`config.mk`:
```
export PLATFORM = sky130hd
export DESIGN_NAME = xbus_copy
export DESIGN_NICKNAME = d
export VERILOG_FILES = /design/src/rtl/xbus_copy_pkg.sv /design/src/rtl/xbus_copy.sv
export SDC_FILE = /design/constraint.sdc
export NUM_CORES = 1
export LEC_CHECK = 0
export BUFFER_PORTS_ARGS = -buffer_cell sky130_fd_sc_hd__buf_2
export CAP_MARGIN = 30
export CORE_UTILIZATION = 50
export DETAILED_ROUTE_END_ITERATION = 12
export PLACE_DENSITY_LB_ADDON = 0.2
export RECOVER_POWER = 50
export SYNTH_ARGS = -nofsm -noshare
export SYNTH_HDL_FRONTEND = slang
export SYNTH_SLANG_ARGS = --single-unit
```
`constraint.sdc`:
```
create_clock -name clk -period 2.6 [get_ports clk]
set_input_delay 0.26 -clock clk [delete_from_list [all_inputs] [get_ports clk]]
set_output_delay 0.26 -clock clk [all_outputs]
set_load 0.005 [all_outputs]
```
`src/rtl/xbus_copy_pkg.sv`:
```
// Shared definitions for the xbus_copy block-copy engine.
// The bus widths and FSM state encodings normally come from the shared
// xdefs.vh; the guarded defaults below keep this slice self-contained and
// yield to any earlier definition from that header.
// Optional feature macro used by xbus_copy: XBUS_COPY_CHECKSUM_EN.

`ifndef DATA_W
`define DATA_W 32
`endif

`ifndef REGF_ADDR_W
`define REGF_ADDR_W 4
`endif

`ifndef XBUS_COPY_IDLE
`define XBUS_COPY_IDLE  2'd0
`define XBUS_COPY_READ  2'd1
`define XBUS_COPY_WRITE 2'd2
`define XBUS_COPY_DONE  2'd3
`endif

package xbus_copy_pkg;

    // Copy engine states: one read then one write per word, then a done pulse.
    typedef enum logic [1:0] {
        S_IDLE  = `XBUS_COPY_IDLE,
        S_READ  = `XBUS_COPY_READ,
        S_WRITE = `XBUS_COPY_WRITE,
        S_DONE  = `XBUS_COPY_DONE
    } state_t;

endpackage

```
`src/rtl/xbus_copy.sv`:
```
// xbus_copy: copies len words from src to dst over a simple register-file bus,
// one word every two cycles, ascending, each word read before it is written.
// Optional feature: define XBUS_COPY_CHECKSUM_EN to add a running checksum
// of the copied words on the checksum port.

module xbus_copy
    import xbus_copy_pkg::*;
#(
    parameter int DATA_W = `DATA_W,
    parameter int ADDR_W = `REGF_ADDR_W
) (
    input  logic              clk,
    input  logic              rst_n,
    input  logic              start,
    input  logic [ADDR_W-1:0] src,
    input  logic [ADDR_W-1:0] dst,
    input  logic [ADDR_W:0]   len,
    output logic              busy,
    output logic              done,
    output logic              m_sel,
    output logic              m_we,
    output logic [ADDR_W-1:0] m_addr,
    output logic [DATA_W-1:0] m_wdata,
    input  logic [DATA_W-1:0] m_rdata
`ifdef XBUS_COPY_CHECKSUM_EN
    ,
    output logic [DATA_W-1:0] checksum
`endif
);

    state_t              r_state;
    state_t              w_nextState;
    logic [ADDR_W-1:0]   r_src;
    logic [ADDR_W-1:0]   r_dst;
    logic [ADDR_W:0]     r_cnt;
    logic [DATA_W-1:0]   r_data;
    logic [ADDR_W-1:0]   r_lastAddr;
    logic [DATA_W-1:0]   r_lastWdata;
    logic                w_accept;

    // A start is only honoured in IDLE; len=0 still counts as accepted.
    assign w_accept = (r_state == S_IDLE) && start;

    // State register.
    always_ff @(posedge clk or negedge rst_n) begin
        if (!rst_n) begin
            r_state <= S_IDLE;
        end else begin
            r_state <= w_nextState;
        end
    end

    // Pointers, remaining count, captured word and held bus values.
    always_ff @(posedge clk or negedge rst_n) begin
        if (!rst_n) begin
            r_src       <= '0;
            r_dst       <= '0;
            r_cnt       <= '0;
            r_data      <= '0;
            r_lastAddr  <= '0;
            r_lastWdata <= '0;
        end else begin
            case (r_state)
                S_IDLE: begin
                    if (start && (len != '0)) begin
                        r_src <= src;
                        r_dst <= dst;
                        r_cnt <= len;
                    end
                end
                S_READ: begin
                    r_data     <= m_rdata;
                    r_lastAddr <= r_src;
                end
                S_WRITE: begin
                    r_src       <= r_src + ADDR_W'(1);
                    r_dst       <= r_dst + ADDR_W'(1);
                    r_cnt       <= r_cnt - (ADDR_W + 1)'(1);
                    r_lastAddr  <= r_dst;
                    r_lastWdata <= r_data;
                end
                default: begin
                end
            endcase
        end
    end

    // Next state and bus outputs; address/data hold their last values when idle.
    always_comb begin
        w_nextState = r_state;
        busy        = 1'b1;
        done        = 1'b0;
        m_sel       = 1'b0;
        m_we        = 1'b0;
        m_addr      = r_lastAddr;
        m_wdata     = r_lastWdata;
        case (r_state)
            S_IDLE: begin
                busy = 1'b0;
                if (start) begin
                    w_nextState = (len == '0) ? S_DONE : S_READ;
                end
            end
            S_READ: begin
                m_sel       = 1'b1;
                m_addr      = r_src;
                w_nextState = S_WRITE;
            end
            S_WRITE: begin
                m_sel       = 1'b1;
                m_we        = 1'b1;
                m_addr      = r_dst;
                m_wdata     = r_data;
                w_nextState = (r_cnt == (ADDR_W + 1)'(1)) ? S_DONE : S_READ;
            end
            S_DONE: begin
                done        = 1'b1;
                w_nextState = S_IDLE;
            end
            default: begin
                w_nextState = S_IDLE;
            end
        endcase
    end

`ifdef XBUS_COPY_CHECKSUM_EN
    logic [DATA_W-1:0] r_checksum;

    // Running sum of captured words, cleared by each accepted start.
    always_ff @(posedge clk or negedge rst_n) begin
        if (!rst_n) begin
            r_checksum <= '0;
        end else if (w_accept) begin
            r_checksum <= '0;
        end else if (r_state == S_READ) begin
            r_checksum <= r_checksum + m_rdata;
        end
    end

    assign checksum = r_checksum;
`else
    logic w_unusedAccept;
    assign w_unusedAccept = w_accept;
`endif

endmodule
```
# ---- After elaboration in Yosys (flattened, before gate mapping)
# Cells that the tools add are included.
# Widths: inputs -> output; s select.
dict set report classes {
  mul 0
  addsub 3
  eq_ne 6
  bitwise_logic 0
  order_cmp 0
  reduce_logical 7
  n_shift 0
  muxes 16
  div_mod_pow 0
}
# cell n
set op_table {}
lappend op_table {{$mux 32} 1}
lappend op_table {{$pmux 4 s2} 3}
lappend op_table {{$pmux 5 s2} 1}
lappend op_table {{$add 4x1->4 const B} 2}
lappend op_table {{$mux 4} 2}
lappend op_table {{$pmux 2 s4} 1}
lappend op_table {{$mux 2} 3}
lappend op_table {{$eq 5x1->1 const B} 1}
lappend op_table {{$logic_not 5->1} 1}
lappend op_table {{$mux 5} 1}
lappend op_table {{$reduce_bool 5->1} 1}
lappend op_table {{$sub 5x1->5 const B} 1}
lappend op_table {{$eq 2x2->1 const B} 2}
lappend op_table {{$mux 1} 4}
lappend op_table {{$eq 2x1->1 const B} 1}
lappend op_table {{$logic_not 2->1} 1}
lappend op_table {{$ne 2x1->1 const B} 1}
lappend op_table {{$ne 2x2->1 const B} 1}
lappend op_table {{$reduce_and 2->1} 1}
lappend op_table {{$reduce_bool 2->1} 1}
lappend op_table {{$reduce_or 2->1} 1}
lappend op_table {{$logic_and 1x1->1} 1}
dict set report word_totals {
  ramBits 0
  wordCells 39
  reg_bits 83
  inputBits 48
  output_inout_bits 40
  memories 0
  romBits 0
  latchBits 0
}

# ---- Longest topological paths before layout
dict set report logic_depth {
  ltp_word 4
  depth_mapped 8
  depth_no_buf 6
}

# ---- Least setup slack after synthesis
# OpenSTA, ideal clock, no wires.
dict set report synth_path {
  path_type {reg-to-output}
  startpoint {register r_state[0]}
  endpoint {output m_addr[1]}
  path_buffers 3
  path_slack_ps 744
  arrival_ps 1596
  path_stages_with_launch 8
  required_time_ps 2340
  path_cell_list {dfrtp_1 > inv_1 > ha_1 > buf_2 > buf_2 > buf_1 > a22oi_1 > a21oi_1}
}
dict set report synth_between {
  elab_chain_cells 2
  elab_cells_between_ends 3
  classes_between {2 x eq/ne; 1 x mux}
}
# element line
set synth_lines {}
lappend synth_lines {{from (decl)} xbus_copy.sv:31} ;# state_t r_state;
lappend synth_lines {{from (signal assigned)} xbus_copy.sv:49} ;# r_state <= w_nextState;
lappend synth_lines {{$eq 2x2->1 / $eq 2x1->1 (equally long branches)} xbus_copy.sv:97} ;# case (r_state)
lappend synth_lines {{$pmux 4 s2 *} -}
lappend synth_lines {{to (decl)} xbus_copy.sv:22} ;# output logic [ADDR_W-1:0] m_addr,
# Every way passes the cells marked *; elsewhere a longest branch is shown, timed or not.

# ---- Worst setup path after layout
dict set report layout_path {
  startpoint {register r_state[0]}
  endpoint {output m_wdata[23]}
}
dict set report layout_between {
  elab_chain_cells 2
}
# element line
set layout_lines {}
lappend layout_lines {{$eq 2x2->1} xbus_copy.sv:97}
lappend layout_lines {{$mux 32} -}
lappend layout_lines {{to (decl)} xbus_copy.sv:23} ;# output logic [DATA_W-1:0] m_wdata,
# Every way passes these cells.

==> flow_metrics.env <==
export IMPL_first_global_vias=2404
export IMPL_setup_tns_final_ps=0
export IMPL_num_vias=2413
export IMPL_holdCritStartpoint="m_rdata[9]"
export IMPL_synth_edf_count=0
export IMPL_critPathMaxStageDelay_ps=400
export IMPL_synth_area_sq_mm=0.00356
export IMPL_design_final_nets=418
export IMPL_synthesis_area_per_instance_sq_um=13.2
export IMPL_clk_transition_reported_paths_ps=80
export IMPL_clock_tree_from_tritoncts="yes"
export IMPL_finalClockSkew_ps=6.53
export IMPL_crit_path_start_kind="flip-flop"
export IMPL_worst_slew_pin_transition_ps=1100
export IMPL_setup_worst_path_start="r_state[0]"
export IMPL_ys_dominant_reg_cell="dfrtp_1"
export IMPL_power_leakage_nw=1.97
export IMPL_critPathTopFamily="buffers and inverters"
export IMPL_track_usage_pct=20.5
export IMPL_max_clk_rate_mhz=414
export IMPL_clock_sinks=83
export IMPL_grt_antenna_before_repair=0
export IMPL_max_cap_violations=0
export IMPL_outcome="complete, no violations"
export IMPL_layout_common_cells="buf_2, dfrtp_1, mux2_2, nand2_1, nand3_1"
export IMPL_cts_max_level=3
export IMPL_dpl_instance_area_sq_mm=0.00413
export IMPL_layout_area_overhead_vs_synth_pct=21.3
export IMPL_drt_antenna_violating_nets=0
export IMPL_floorplan_die_width_microns=86.4
export IMPL_async_flop_share_pct=100
export IMPL_grt_setup_unrepaired="false"
export IMPL_period_needed_ps=2410
export IMPL_cts_root_buffer_cell="clkbuf_8"
export IMPL_netlist_instances=270
export IMPL_full_die_area_sq_mm=0.00746
export IMPL_rr_startpoint="r_state[1]"
export IMPL_place_port_buffers=87
export IMPL_postCtsSetupRepairBufs=0
export IMPL_initial_utilization_pct=52.1
export IMPL_ys_ff_latch=83
export IMPL_wire_per_inst_microns=15.0
export IMPL_drt_iter0_markers=109
export IMPL_crit_slowest_cell="dfrtp_1"
export IMPL_hpwlAfterDp_microns=4830
export IMPL_clock_tree_buffer_depth=2
export IMPL_endpoint_kind="primary output"
export IMPL_hp_class="input port to flip-flop"
export IMPL_fin_crit_sh_pct=92.8
export IMPL_globalRoute_totalOverflow=0
export IMPL_finalHoldViolCount=0
export IMPL_finalWirelength_microns=6940
export IMPL_post_drt_via_cell_ratio=5.22
export IMPL_slew_headroom_pct=26.7
export IMPL_ir_worst_vdd_v=0.000708
export IMPL_crit_path_cell_trace="inv_1, ha_2, buf_4, mux2_2, buf_2"
export IMPL_layout_commonest_cell="buf_2"
export IMPL_syn_nets=327
export IMPL_ys_warnings_count=0
export IMPL_fin_total_pwr_mw=5.90
export IMPL_timing_hold_ws_ps=140
export IMPL_worstPathArrival_ps=2150
export IMPL_critical_path_max_fanout=22
export IMPL_critPathRequiredTime_ps=2340
export IMPL_io_pins=88
export IMPL_num_rows=30
export IMPL_final_core_utilization_pct=63.2
export IMPL_insertedDiodeCount=0
export IMPL_setup_viol_count_final=0
export IMPL_synth_cell_type_count=34
export IMPL_global_route_wire_length_before_repair_microns=11600
export IMPL_layout_cell_area_non_filler_sq_mm=0.00432
export IMPL_report_final_slew_viol_count=0
export IMPL_timing_setup_critical_path_class="flip-flop to primary output"
export IMPL_remaining_drc_errors=0
export IMPL_cts_buf_count=9
export IMPL_layout_drive_gt1_share_pct=47.3
export IMPL_firstDrtPassIters=4
export IMPL_cp_buffers_inverters=3
export IMPL_clk_insertion_delay_late_ps=350
export IMPL_die_height_microns=86.4
export IMPL_yosysSeqAreaShare_pct=58.3
export IMPL_place_gp_congestion=0.797
export IMPL_grt_max_degree=64
export IMPL_power_density_cell_area_mw_per_mm2=1370
export IMPL_floorplan_core_area_sq_mm=0.00683
==> stage by stage <==
stage | setup slack, ps | instances
finish | 187 | 462
global route | 49.8 | 462
CTS | 167 | 462
detailed placement | 527 | 445
global placement | 595 | 444
floorplan | 744 | 270
==> final timing paths <==
path / endpoint / slack, ps / depth (start not counted)
setup / recovery: m_wdata[23] / 190 / 5
hold / removal: r_data[9] / 140 / 2
setup reg to reg: r_data[24] / 450 / 4
hold reg to reg: r_lastWdata[17] / 500 / 1
max in group asynchronous: r_lastWdata[16] / 460 / 3
min in group asynchronous: r_lastAddr[2] / 630 / 2
==> logic make-up (layout without fill, tap and decap cells) <==
group	after synthesis	in the layout	synth area share, %
compound gates	34	34	6.78
fa+ha+maj	9	9	3.16
buf+inv	23	119	2.78
flops	83	83	58.3
mux	66	66	20.8
simple gates	55	55	8.15
==> worst register-to-register path: cells and delay by family (launching register included) <==
family	cells	cell delay, ps
buf+inv	2	830
fa+ha+maj	1	330
flops	1	420
mux	1	450
==> synth_stat cells (4+ instances only) <==
cell type / instances / share of area, %
a21oi_1: 6 / 0.84
a22oi_1: 4 / 0.84
clkbuf_1: 5 / 0.53
dfrtp_1: 83 / 58
nand2_1: 13 / 1.4
nor2_1: 9 / 0.95
mux2_2: 64 / 20
buf_2: 7 / 0.98
inv_1: 7 / 0.74
ha_1: 9 / 3.2
nor3_1: 6 / 0.84
nand4b_1: 5 / 1.2
o211ai_1: 4 / 0.84
nand3_1: 13 / 1.8
o21ai_0: 7 / 0.98
==> per-layer routing <==
layer | global-route usage [%] | routed length, microns
met5 | 0 | 0
met4 | 8.33 | 104
met3 | 6.57 | 516
met2 | 30.4 | 3020
met1 | 28.2 | 3300
==> power by group <==
| part | internal, mW | total, mW | switching [mW] | leakage (nW) |
|---|---|---|---|---|
| logic | 1.38 | 2.63 | 1.25 | 0.887 |
| clock network | 0.544 | 0.980 | 0.436 | 0.105 |
| registers | 1.97 | 2.29 | 0.322 | 0.981 |
==> registers in the layout, summed over array words and instances, names as in the netlist <==
| signal | count |
|---|---|
| r_src | 4 |
| r_dst | 4 |
| r_cnt | 5 |
| r_state | 2 |
| r_lastWdata | 32 |
| r_data | 32 |
| r_lastAddr | 4 |
==> final cells by class <==
cell class | instances | area (sq um)
Fill cell | 560 | 2510
Sequential cell | 83 | 2080
Multi-Input combinational cell | 164 | 1390
Timing Repair Buffer | 96 | 500
Clock buffer | 12 | 135
Tap cell | 96 | 120
Clock inverter | 4 | 73.8
Inverter | 7 | 26.3
==> timing repair <==
| action | 4_1_cts | 5_1_grt |
|---|---|---|
| hold buffers | 1 | 0 |
| hold endpoints to repair | 20 | 0 |
| gates resized for setup | 0 | 0 |
Note: power is estimated with default switching activity, not from simulation.
